`config.mk`:
```
export PLATFORM = sky130hd
export DESIGN_NAME = tmr_array_scrubber
export DESIGN_NICKNAME = d
export VERILOG_FILES = /design/src/rtl/tmr_scrub_pkg.sv /design/src/rtl/tmr_majority_voter.sv /design/src/rtl/tmr_array_scrubber.sv
export SDC_FILE = /design/constraint.sdc
export NUM_CORES = 1
export LEC_CHECK = 0
export BUFFER_PORTS_ARGS = -buffer_cell sky130_fd_sc_hd__buf_4
export CAP_MARGIN = 30
export CELL_PAD_IN_SITES_DETAIL_PLACEMENT = 1
export CELL_PAD_IN_SITES_GLOBAL_PLACEMENT = 1
export CORE_ASPECT_RATIO = 1.1
export CORE_UTILIZATION = 53
export CTS_CLUSTER_SIZE = 28
export DETAILED_ROUTE_END_ITERATION = 16
export PLACE_DENSITY = 0.86
export SKIP_CTS_REPAIR_TIMING = 1
export SLEW_MARGIN = 10
export SYNTH_ARGS = -nofsm -noshare
export SYNTH_HDL_FRONTEND = slang
export SYNTH_SLANG_ARGS = --single-unit
```
`constraint.sdc`:
```
create_clock -name clk -period 6.1 [get_ports clk]
set_clock_uncertainty 0.2 [all_clocks]
set_input_delay 0.305 -clock clk [delete_from_list [all_inputs] [get_ports clk]]
set_output_delay 0.305 -clock clk [all_outputs]
set_load 0.005 [all_outputs]
```
`src/rtl/tmr_scrub_pkg.sv`:
```
// Shared types and helpers for the triple-redundant array and its scrubber.
// Holds the scrub FSM encoding, the copy count, the bitwise vote and the index range test.
package tmr_scrub_pkg;

    typedef enum logic [1:0] {
        IDLE  = 2'd0,
        LOAD  = 2'd1,
        CHECK = 2'd2,
        DONE  = 2'd3
    } scrub_state_t;

    localparam int COPIES = 3;

    function automatic logic maj3(input logic a, input logic b, input logic c);
        return (a & b) | (a & c) | (b & c);
    endfunction

    // The range may be declared in either direction; validity only depends on its bounds.
    function automatic logic idx_valid(input int idx, input int afrom, input int ato);
        int lo;
        int hi;
        lo = (afrom < ato) ? afrom : ato;
        hi = (afrom < ato) ? ato : afrom;
        return (idx >= lo) && (idx <= hi);
    endfunction

endpackage

```
`src/rtl/tmr_majority_voter.sv`:
```
// Combinational WIDTH-bit three-way majority vote.
// mismatch flags any bit on which the three copies are not unanimous.
module tmr_majority_voter
    import tmr_scrub_pkg::*;
#(
    parameter int WIDTH = 8
) (
    input  logic [WIDTH-1:0] a,
    input  logic [WIDTH-1:0] b,
    input  logic [WIDTH-1:0] c,
    output logic [WIDTH-1:0] voted,
    output logic             mismatch
);

    always_comb begin
        voted = '0;
        for (int i = 0; i < WIDTH; i++) begin
            voted[i] = maj3(a[i], b[i], c[i]);
        end
    end

    assign mismatch = |((a ^ b) | (a ^ c));

endmodule

```
`src/rtl/tmr_array_scrubber.sv`:
```
// Triple-redundant array with a voted, 1-cycle registered read port and a background scrubber.
// The scrubber visits one entry every two cycles, walking from AFROM toward ATO, and rewrites disagreeing entries.
module tmr_array_scrubber
    import tmr_scrub_pkg::*;
#(
    parameter int WIDTH  = 8,
    parameter int AFROM  = 0,
    parameter int ATO    = 7,
    parameter int ADDR_W = 3,
    parameter int CNT_W  = 8
) (
    input  logic              clk,
    input  logic              rst,
    input  logic              wr_en,
    input  logic [ADDR_W-1:0] wr_addr,
    input  logic [WIDTH-1:0]  wr_data,
    input  logic              rd_en,
    input  logic [ADDR_W-1:0] rd_addr,
    output logic [WIDTH-1:0]  rd_data,
    output logic              rd_valid,
    output logic              rd_err,
    input  logic              inj_en,
    input  logic [1:0]        inj_copy,
    input  logic [ADDR_W-1:0] inj_addr,
    input  logic [WIDTH-1:0]  inj_mask,
    input  logic              scrub_start,
    output logic              scrub_busy,
    output logic              scrub_done,
    output logic [CNT_W-1:0]  corr_cnt
);

    localparam int LO    = (AFROM < ATO) ? AFROM : ATO;
    localparam int HI    = (AFROM < ATO) ? ATO : AFROM;
    localparam int N     = HI - LO + 1;
    localparam int IW    = (N > 1) ? $clog2(N) : 1;
    localparam int DEPTH = 1 << IW;
    localparam bit ASC   = (AFROM <= ATO);

    // Storage is addressed by offset from the low bound; ptr walks these offsets.
    localparam logic [IW-1:0] P_FIRST = IW'(AFROM - LO);
    localparam logic [IW-1:0] P_LAST  = IW'(ATO - LO);

    logic [WIDTH-1:0] mem [COPIES][DEPTH];
    logic [WIDTH-1:0] cp  [COPIES];

    logic          wr_ok, rd_ok, inj_ok;
    logic [IW-1:0] wr_idx, rd_idx, inj_idx;

    scrub_state_t  state, state_nxt;
    logic [IW-1:0] ptr, ptr_nxt;
    logic          load_en, check_en, wb_en, user_hit;

    logic [WIDTH-1:0] rd_vote, sc_vote;
    logic             rd_mis, sc_mis;

    function automatic logic [IW-1:0] to_idx(input logic [ADDR_W-1:0] a);
        return IW'(int'(a) - LO);
    endfunction

    assign wr_ok   = idx_valid(int'(wr_addr), AFROM, ATO);
    assign rd_ok   = idx_valid(int'(rd_addr), AFROM, ATO);
    assign inj_ok  = inj_en && idx_valid(int'(inj_addr), AFROM, ATO);
    assign wr_idx  = to_idx(wr_addr);
    assign rd_idx  = to_idx(rd_addr);
    assign inj_idx = to_idx(inj_addr);

    tmr_majority_voter #(.WIDTH(WIDTH)) u_rd_vote (
        .a        (mem[0][rd_idx]),
        .b        (mem[1][rd_idx]),
        .c        (mem[2][rd_idx]),
        .voted    (rd_vote),
        .mismatch (rd_mis)
    );

    tmr_majority_voter #(.WIDTH(WIDTH)) u_sc_vote (
        .a        (cp[0]),
        .b        (cp[1]),
        .c        (cp[2]),
        .voted    (sc_vote),
        .mismatch (sc_mis)
    );

    // A user write to the entry under CHECK wins; that entry is left as the user wrote it.
    assign user_hit = wr_en && wr_ok && (wr_idx == ptr);
    assign wb_en    = check_en && sc_mis && !user_hit;

    always_comb begin
        state_nxt  = state;
        ptr_nxt    = ptr;
        scrub_busy = 1'b0;
        scrub_done = 1'b0;
        load_en    = 1'b0;
        check_en   = 1'b0;
        case (state)
            IDLE: begin
                if (scrub_start) begin
                    state_nxt = LOAD;
                    ptr_nxt   = P_FIRST;
                end
            end
            LOAD: begin
                scrub_busy = 1'b1;
                load_en    = 1'b1;
                state_nxt  = CHECK;
            end
            CHECK: begin
                scrub_busy = 1'b1;
                check_en   = 1'b1;
                if (ptr == P_LAST) begin
                    state_nxt = DONE;
                end else begin
                    state_nxt = LOAD;
                    ptr_nxt   = ASC ? ptr + 1'b1 : ptr - 1'b1;
                end
            end
            DONE: begin
                scrub_done = 1'b1;
                state_nxt  = IDLE;
            end
            default: state_nxt = IDLE;
        endcase
    end

    always_ff @(posedge clk) begin
        if (rst) begin
            state    <= IDLE;
            ptr      <= P_FIRST;
            corr_cnt <= '0;
            rd_data  <= '0;
            rd_valid <= 1'b0;
            rd_err   <= 1'b0;
        end else begin
            state    <= state_nxt;
            ptr      <= ptr_nxt;
            rd_valid <= rd_en;
            if (wb_en && (corr_cnt != {CNT_W{1'b1}})) begin
                corr_cnt <= corr_cnt + 1'b1;
            end
            if (rd_en) begin
                rd_data <= rd_ok ? rd_vote : '0;
                rd_err  <= rd_ok && rd_mis;
            end
        end
    end

    always_ff @(posedge clk) begin
        if (load_en) begin
            for (int c = 0; c < COPIES; c++) begin
                cp[c] <= mem[c][ptr];
            end
        end
    end

    // Later assignments override earlier ones: injection < scrub write-back < user write.
    always_ff @(posedge clk) begin
        for (int c = 0; c < COPIES; c++) begin
            if (inj_ok && (inj_copy == 2'(c))) begin
                mem[c][inj_idx] <= mem[c][inj_idx] ^ inj_mask;
            end
            if (wb_en) begin
                mem[c][ptr] <= sc_vote;
            end
            if (wr_en && wr_ok) begin
                mem[c][wr_idx] <= wr_data;
            end
        end
    end

endmodule

```
# Word level (Yosys, flattened, before mapping)
# Memories as Yosys holds them, arrays and structs flattened.
# Index checks and enable logic that the tools add are counted.
# word_totals
memories	2
elab_cells	961
input_bits	33
mem_bits_rw	216
out_inout_bits	20
regBits	23
# memory_table
name	words	width	read_ports	rd_clocked_by_memory_dff	write_ports	line	rtl
mem	3	64	3	0	3	tmr_array_scrubber.sv:43	logic [WIDTH-1:0] mem [COPIES][DEPTH];
cp	3	8	3	0	3	tmr_array_scrubber.sv:44	logic [WIDTH-1:0] cp [COPIES];
# op_classes
add_sub_neg	2
mux	439
n_eq_ne	10
n_lt_le_gt_ge	7
n_bitwise	477
n_reduce_logical	18
# ops
cell	n
bitwise OR 1 bit	416
two-way mux 1 bit	395
two-way mux 64 bit	5
binary-select mux 8 bit (select 3 bit)	9
two-way mux 8 bit	21
demux 8 bit (select 3 bit)	3
XOR 8 bit	7
AND 1 bit	48
>= comparator 4 bit (second input constant)	4
inverter 3 -> 4 bit	4
bitwise OR 8 bit	2
OR reduction 8 bit	2
less-than comparator 4 x 1 -> 1 bit (second input constant)	3
logical AND 1 bit	10
adder 8 x 1 -> 8 bit (second input constant)	1
inequality test 8 bit (second input constant)	1
case mux 2 bit (4 select lines)	1
equality test 2 bit (second input constant)	3
two-way mux 3 bit	2
case mux 3 bit (2 select lines)	1
equality test 2 x 1 -> 1 bit (second input constant)	2
logical NOT 2 bit	2
two-way mux 2 bit	2
inequality test 2 bit (second input constant)	2
other kinds (7)	7

# Longest topological paths before layout
# Gate-level depths: netlist of the first run.
# An unclocked memory read counts as a cell.
# logic_depth
depth_word	10
mapped_depth	9
ltp_nobuf	7

# By module
# From an unflattened synthesis of the first run, not the netlist that was laid out.
# hier_totals
hier_cells	1524
area_unflattened_um2	16580.9
# modules_own_cells
mod	area_per_inst_um2	seq_area_each_um2	cells_per_inst	instances
tmr_array_scrubber	15977.8	6946.7	1466	1
tmr_majority_voter	301.5	0.0	29	2

# Worst setup path before layout of the first run
# Ideal clock, no wire load.
# synth_path
kind	input to register
startpoint	in rd_addr[0]
endpoint	reg rd_err
setup_time_ps	137
stages	8
arrival_ps	2479
required_ps	5763
path_buffers	2
path_slack_ps	3284
path_cell_list	buf_2 -> buf_2 -> mux4_2 -> mux2_2 -> ha_1 -> nor4_1 -> and4_1 -> a211oi_1
# synth_via
elab_chain_cells	7
elab_cells_between_ends	14
cone_classes	9 x mux; 4 x bitwise; 1 x reduce/logical
# synth_lines
item	line	rtl
from (decl)	tmr_array_scrubber.sv:18	input logic [ADDR_W-1:0] rd_addr,
inverter 3 -> 4 bit (not written as such) *	tmr_array_scrubber.sv:68, tmr_array_scrubber.sv:69, tmr_array_scrubber.sv:70	
binary-select mux 8 bit (select 3 bit) (on tied branches)	tmr_array_scrubber.sv:68, tmr_array_scrubber.sv:69, tmr_array_scrubber.sv:70	
two-way mux 8 bit (on tied branches) (2 in a row)	tmr_array_scrubber.sv:68, tmr_array_scrubber.sv:69, tmr_array_scrubber.sv:70	
XOR 8 bit	tmr_majority_voter.sv:22	assign mismatch = |((a ^ b) | (a ^ c));
bitwise OR 8 bit *	tmr_majority_voter.sv:22	
OR reduction 8 bit *	tmr_majority_voter.sv:22	
to (signal assigned)	tmr_array_scrubber.sv:141	rd_err <= rd_ok && rd_mis;
to (decl)	tmr_array_scrubber.sv:21	output logic rd_err,
# Every way passes the cells marked *; elsewhere a longest branch is shown, timed or not. The select of a mux whose other input is x is not followed.
# A chain may end at the register's enable or synchronous reset.

==> results of run 1 <==
[how the worst max path moves through the flow]
stage	slack [ns]	start	to
after floorplan	3.28	rd_addr[0]	rd_err
after global placement	2.29	ptr[0]	mem[0][16]
after detailed placement	2.26	ptr[0]	mem[0][18]
after CTS	2.27	ptr[0]	mem[0][17]
after global routing	2.12	ptr[0]	mem[0][17]
final	2.13	ptr[0]	mem[0][17]
[power groups by stage]
stage / clock network, mW / registers, mW / logic (mW)
after detailed placement: 0 / 2.07 / 0.916
after global routing: 1.68 / 2.05 / 1.02
final: 1.64 / 2.05 / 0.985
after floorplan: 0 / 2.02 / 0.543
after CTS: 1.62 / 2.04 / 0.926
after global placement: 0 / 2.07 / 0.868
[layout by cell type, fill, tap and decap left out, types with 8 or more instances in the layout]
| master | count |
|---|---|
| a211oi_1 | 21 |
| a22o_1 | 20 |
| a22oi_1 | 170 |
| buf_4 | 95 |
| clkbuf_16 | 27 |
| dfxtp_1 | 23 |
| edfxtp_1 | 216 |
| ha_1 | 40 |
| inv_1 | 10 |
| mux2_2 | 25 |
| mux4_2 | 48 |
| nand2_1 | 81 |
| nand3_1 | 9 |
| nand4_1 | 37 |
| nor2_1 | 25 |
| nor4_1 | 12 |
| nor4_2 | 8 |
| o211ai_1 | 64 |
| o21ai_0 | 105 |
| o21ai_1 | 21 |
| o31a_1 | 8 |
| o31ai_1 | 88 |
| xnor2_1 | 17 |
[state kept, by name (all words and copies together), names as in the netlist]
name	count
mem	192
rd_err	1
corr_cnt	8
cp	24
rd_valid	1
rd_data	8
state	2
ptr	3
[area by class of cell]
type,count,share of cell area [%]
Timing Repair Buffer,103,5.01
Antenna cell,1,0.0153
Clock inverter,14,0.859
Multi-Input combinational cell,884,44.2
Sequential cell,239,42.6
Tap cell,357,2.74
Inverter,10,0.230
Clock buffer,35,4.39
[through the flow]
step                std cells  utilization, %  area, µm²  setup slack, ns  hold WS [ns]
detailed placement       1584            57.0      15400             2.26         0.286
floorplan                1257               -      14500             3.28         0.177
global placement         1570            56.5      15200             2.29         0.278
finish                   1643            60.5      16300             2.13        0.0105
CTS                      1633            60.2      16200             2.27       -0.0840
global route             1642            60.5      16300             2.12        0.0632
[cells by family after synthesis]
kind of cell | synth area share (%)
mux | 9.51
fa+ha+maj | 3.44
compound gates | 25.9
buf+inv | 3.72
flops | 47.8
xor+xnor | 1.33
simple gates | 8.36
[routing by layer]
metal / global-route usage [%] / up-vias / wire, µm
li1: - / 5236 / -
met1: 61.2 / 6704 / 22600
met2: 73.7 / 1532 / 29400
met3: 18.9 / 358 / 11900
met4: 31.8 / 2 / 5930
met5: 2.97 / - / 114
[worst reg2reg max path, cell delays in order, from the launching register on]
cell and delay, ns:
dfxtp_1 0.78, and3b_1 0.27, buf_4 0.44, inv_1 0.16, o31ai_4 0.91, buf_4 0.35
o21bai_1 0.48
==> PnR_summary.wiki, run 1 <==
{| class="wikitable"
! Metric !! Value
|-
| Status || finished, final reports clean
|-
| Library cell with the highest instance count after synthesis || edfxtp_1
|-
| Iteration count of the initial detailed-routing pass || 8
|-
| Worst setup path category || flop to flop
|-
| Mean Syn Cell Area || 11.6 µm²
|-
| # clock sinks || roughly 240
|-
| Yosys warning total || 0
|-
| Residual DRC || 0
|-
| Number of vias in the routed layout || 13800
|-
| Critical-path top delay cell || o31ai_4
|-
| Layout Nets || 1338
|-
| R2r startpoint || ptr[0]
|-
| Slew HR || 25.2%
|-
| Overall die width || 160 µm
|-
| Via density || 8.42
|-
| Die area || 28100 µm²
|-
| Maximum achievable frequency || 252 MHz
|-
| Number of register bits inferred by synthesis || 239
|-
| Sequential Power Share || a little over two fifths
|-
| Area of the core || 27000 µm²
|-
| Static leakage power || 5.34 nW
|-
| Cell repeated most along the worst path || buf_4
|-
| Cell count after synthesis || between 1000 and 1500
|-
| Row cnt || 63
|-
| Initial Utilization || 53.9%
|-
| Synth Flop Type || edfxtp_1
|-
| Top cells by area, synth || edfxtp_1 45%, a22oi_1 8.8%, mux4_2 7.4%
|-
| Wire length of the first global-routing pass || around 99000 µm
|-
| Setup violators final || 0
|-
| CTS tree || built
|-
| Leftover overflow at the end of global routing || 0
|-
| Largest buffer count on any clock path || 3
|-
| Switching pwr || 1.45 mW
|-
| Register area share after synthesis || 47.8%
|-
| Multi-input gate area in the final layout || 7210 µm²
|-
| H-tree lvl count || 1
|-
| Antenna viol nets, final || 0
|-
| Cell type with the highest aggregate area in the netlist || edfxtp_1
|-
| Area share of the largest cell type after synthesis || between 40 and 50%
|-
| Pwr dens || 287 nW/µm²
|-
| Cells along the critical path || and3b_1 > buf_4 > inv_1 > o31ai_4 > buf_4 > o21bai_1
|-
| Number of filler cells placed in the layout || 2750
|-
| Number of buffers created by CTS || 27
|-
| Delay of the slowest cell on the worst path || 0.91 ns
|-
| Commonest cells post-synth || 216 x edfxtp_1, 170 x a22oi_1, 126 x o21ai_0, 94 x clkbuf_1, 91 x o31ai_1
|-
| Kind of cell adding the most delay to the critical path || compound AO/OA/AOI/OAI gates
|-
| Final critical delay including setup and external delays || 3.97 ns
|-
| Launching element type of the critical path || flop
|-
| Number of library cell types mapped by synthesis || between 40 and 50
|-
| Input/output buffers || 52
|-
| Highest fanout seen on the critical path || 25
|-
| Clock latency of the later-clocked register in the worst-skew pair || roughly 0.54 ns
|-
| Fraction of layout instances using a drive strength above 1 || 19.1%
|-
| CTS clock-pin slew for the worst setup and hold paths || 0.06 ns
|-
| Arrival time of the worst setup path || 3.93 ns
|-
| IR drop worst, VDD || around 0.26 mV
|-
| Worst Hold Path EP || state[1]
|-
| Count of boundary I/O pins || 53
|-
| MaxCap Viol Count || 0
|-
| Reg area || about 7000 µm²
|-
| Number of antenna violations at the first check in global routing || 3
|-
| DRT iter0 DRCs || 2560
|-
| Worst hold path class || input pin to flop
|-
| Placed wire-length estimate || between 40000 and 50000 µm
|-
| Cell count of the worst reg-to-reg path || 6
|-
| HP Start || scrub_start
|-
| Number of flops mapped to enable cells by yosys || 216
|-
| Total wire length || 69900 µm
|-
| Portion of the clock cycle consumed by the worst path in the final layout || 65.1%
|-
| Clock network fraction of total power || 35.1%
|-
| R2r endpoint || mem[0][17]
|-
| Switching share of power || 31.1%
|-
| Final number of max-transition violations || 0
|-
| Area growth from synthesis to final layout || 12.2%
|-
| Syn Nets || 1330
|-
| Pin slew with the least headroom to its limit || 1.11 ns
|-
| Register-to-register setup slack || 2.13 ns
|-
| Async set-or-reset flop fraction in the synthesized netlist || 0%
|-
| Stages on the worst setup path || 6
|-
| Total negative slack || 0 ns
|-
| RSZ-0062 raised after global routing || false
|-
| Chip height || 176 µm
|-
| Vias in the first global route || 13400
|-
| Wire per inst || 42.5 µm
|-
| CTS root buf || clkbuf_16
|-
| Depth of the worst hold-timing path || 4
|-
| Buffering stage count on the worst path with inverters included || 3
|-
| Final Wtd Congestion || approximately 1.0
|-
| Pin count of the biggest net entering global routing || slightly below 50
|-
| Overall Global Routing Usage || 49.9%
|-
| Final Hold Fails || 0
|-
| Share of power burned in combinational logic || 21.1%
|-
| Mapped cell area || 14500 µm²
|-
| Endpoint required time on the critical path || 6.06 ns
|-
| CP Capture Type || flop
|-
| Tot Pwr || 4.68 mW
|-
| Internal Pwr Total || 3.22 mW
|}
(Power assumes the default switching activity.)
==> inputs of run 2 (changes only) <==
- CORE_UTILIZATION: 53 -> 51
- PLACE_DENSITY: 0.86 -> 0.83
- clock period: 6.1 -> 3.87 ns (I/O delays scaled with it)
==> PnR_summary.wiki, run 2 (same netlist as run 1, synthesis figures left out) <==
{| class="wikitable"
! Metric !! Value
|-
| Number of vias in the routed layout || 13800 (-0.27%)
|-
| MaxCap Viol Count || 0 (unchanged)
|-
| Portion of the clock cycle consumed by the worst path in the final layout || 93.2% (+28 points)
|-
| R2r startpoint || cp[0][4]
|-
| Tot Pwr || 7.23 mW (+54%)
|-
| Arrival time of the worst setup path || 3.63 ns (-0.30 ns)
|-
| Number of filler cells placed in the layout || 2879 (+4.7%)
|-
| Total wire length || 63900 µm (-8.5%)
|-
| Post-Route Hold Slack || -0.0154 ns (-0.0259 ns)
|-
| Placed wire-length estimate || 40500 µm (-19%)
|-
| Initial Utilization || 52.0% (-1.9 points)
|-
| Wire per inst || 37.9 µm (-11%)
|-
| CP Capture Type || flop
|-
| Area growth from synthesis to final layout || 14.3%
|-
| RSZ-0062 raised after global routing || false
|-
| Clock latency of the later-clocked register in the worst-skew pair || 0.55 ns (about the same)
|-
| Most frequent cells in the layout || 216 x edfxtp_1, 170 x a22oi_1, 124 x buf_4
|-
| Antenna viol nets, final || 0 (unchanged)
|-
| Vias in the first global route || 14300 (+6.6%)
|-
| Static leakage power || 5.53 nW (+3.6%)
|-
| Launching element type of the critical path || flop
|-
| Utilization after layout || 59.4% (-1.1 points)
|-
| Final Wtd Congestion || 0.956 (-8.6%)
|-
| Overall die width || 163 µm (+1.9%)
|-
| CTS root buf || clkbuf_16
|-
| Pwr dens || 435 nW/µm² (+52%)
|-
| Largest buffer count on any clock path || 3 (unchanged)
|-
| Top Registers || mem (192), cp (24)
|-
| Row cnt || 64 (+1.6%)
|-
| H-tree lvl count || 1 (unchanged)
|-
| Setup violators final || 0 (unchanged)
|-
| Violations in the final reports || hold timing
|-
| Count of boundary I/O pins || 53 (unchanged)
|-
| Worst hold path class || input pin to flop
|-
| Final Hold Fails || 2 (+2)
|-
| Chip height || 179 µm (+1.9%)
|-
| Die area || 29200 µm² (+3.9%)
|-
| Number of antenna violations at the first check in global routing || 2 (-1)
|-
| Total negative slack || 0 ns (unchanged)
|-
| Register with the most flip-flops || mem
|-
| Leftover overflow at the end of global routing || 0 (unchanged)
|-
| Pin count of the biggest net entering global routing || 46 (-6.1%)
|-
| Area of the core || 27900 µm² (+3.7%)
|-
| # clock sinks || 239 (unchanged)
|-
| Wire length of the first global-routing pass || 92500 µm (-6.2%)
|-
| Largest register FFs || 192 (unchanged)
|-
| Endpoint required time on the critical path || 3.89 ns (-2.17 ns)
|-
| Worst setup path category || flop to flop
|-
| HP Start || wr_data[2]
|-
| Slew HR || 28.8% (+3.5 points)
|-
| Final number of max-transition violations || 0 (unchanged)
|-
| CTS clock-pin slew for the worst setup and hold paths || 0.06 ns (about the same)
|-
| Status || finished, violations left
|-
| Number of buffers created by CTS || 26 (-3.7%)
|-
| First element of the critical path || cp[0][4]
|-
| Overall Global Routing Usage || 44.4% (-5.5 points)
|-
| IR drop worst, VDD || 0.313 mV (+22%)
|-
| DRT iter0 DRCs || 2267 (-11%)
|-
| Layout Nets || 1378 (+3.0%)
|-
| Residual DRC || 0 (unchanged)
|-
| N_diodes || 0 (-1)
|-
| Fraction of layout instances using a drive strength above 1 || 20.8% (+1.7 points)
|-
| CTS tree || built
|-
| Iteration count of the initial detailed-routing pass || 6 (-2)
|-
| Via density || 8.18 (-2.9%)
|-
| Maximum achievable frequency || 277 MHz (+10%)
|-
| Final critical delay including setup and external delays || 3.61 ns (-0.363 ns)
|-
| Highest fanout seen on the critical path || 21 (-16%)
|-
| Input/output buffers || 52 (unchanged)
|-
| Pin slew with the least headroom to its limit || 1.07 ns (-0.0450 ns)
|-
| Commonest non-fill, non-tap cell in the layout || edfxtp_1
|}
-- run 2: changes by cell type in the layout (fill, tap and decap cells not counted), moves of 2 or more --
cell | previous run | this run
clkinv_2 | 4 | 7
clkbuf_1 | 7 | 1
a211oi_2 | 5 | 0
clkbuf_4 | 2 | 0
dlygate4sd3_1 | 2 | 10
a211oi_1 | 21 | 26
buf_2 | 0 | 4
buf_12 | 0 | 5
buf_4 | 95 | 124
-- run 2: power by group --
| group | leakage, nW | switching [mW] | internal, mW |
|---|---|---|---|
| Sequential | 2.16 | 0.125 | 3.07 |
| Clock | 0.405 | 1.09 | 1.40 |
| Combinational | 2.96 | 0.996 | 0.542 |
| Total | 5.53 | 2.22 | 5.01 |
-- run 2: area by class of cell --
cell class              instances  area [µm²]  share of cell area [%]
multi-input cells             884        7180                    43.2
flip-flops and latches        239        6950                    41.8
repair buffers                144        1170                    7.02
clock buffers                  28         679                    4.09
well taps                     363         454                    2.73
clock inverters                19         145                   0.874
inverters                      10        37.5                   0.226
-- run 2: through the flow --
stage	hold slack [ns]	std cells	setup WS, ns	area (µm²)
floorplan	0.0651	1257	1.08	14500
global placement	0.278	1625	0.650	15700
detailed placement	0.287	1629	0.541	15700
CTS	-0.209	1676	0.359	16500
global route	0.00770	1687	0.289	16600
finish	-0.0154	1687	0.263	16600
-- run 2: routing by layer --
layer	up-vias	wire (µm)	global-route usage [%]	share of wire (%)
met5	-	11	0	0.017
met4	2	6500	38.3	10
met3	485	10000	16.0	16
met2	1391	27500	66.0	43
met1	6604	19900	50.6	31
li1	5313	-	-	-
-- run 2: path summary, 6_finish.rpt --
path | end | slack [ns] | depth (start not counted)
max | mem[1][59] | 0.26 | 8
min | mem[2][18] | -0.02 | 3
max reg2reg | mem[1][59] | 0.26 | 8
min reg2reg | rd_data[5] | 0.29 | 2
-- run 2: worst max-delay path, stage by stage (launching register included) --
cell and delay, ns:
edfxtp_1 0.41, ha_1 0.30, nor4_1 0.61, and4_1 0.40, buf_4 0.33, o31ai_4 0.24, buf_4 0.34, o211ai_1 0.18
o21ai_0 0.25
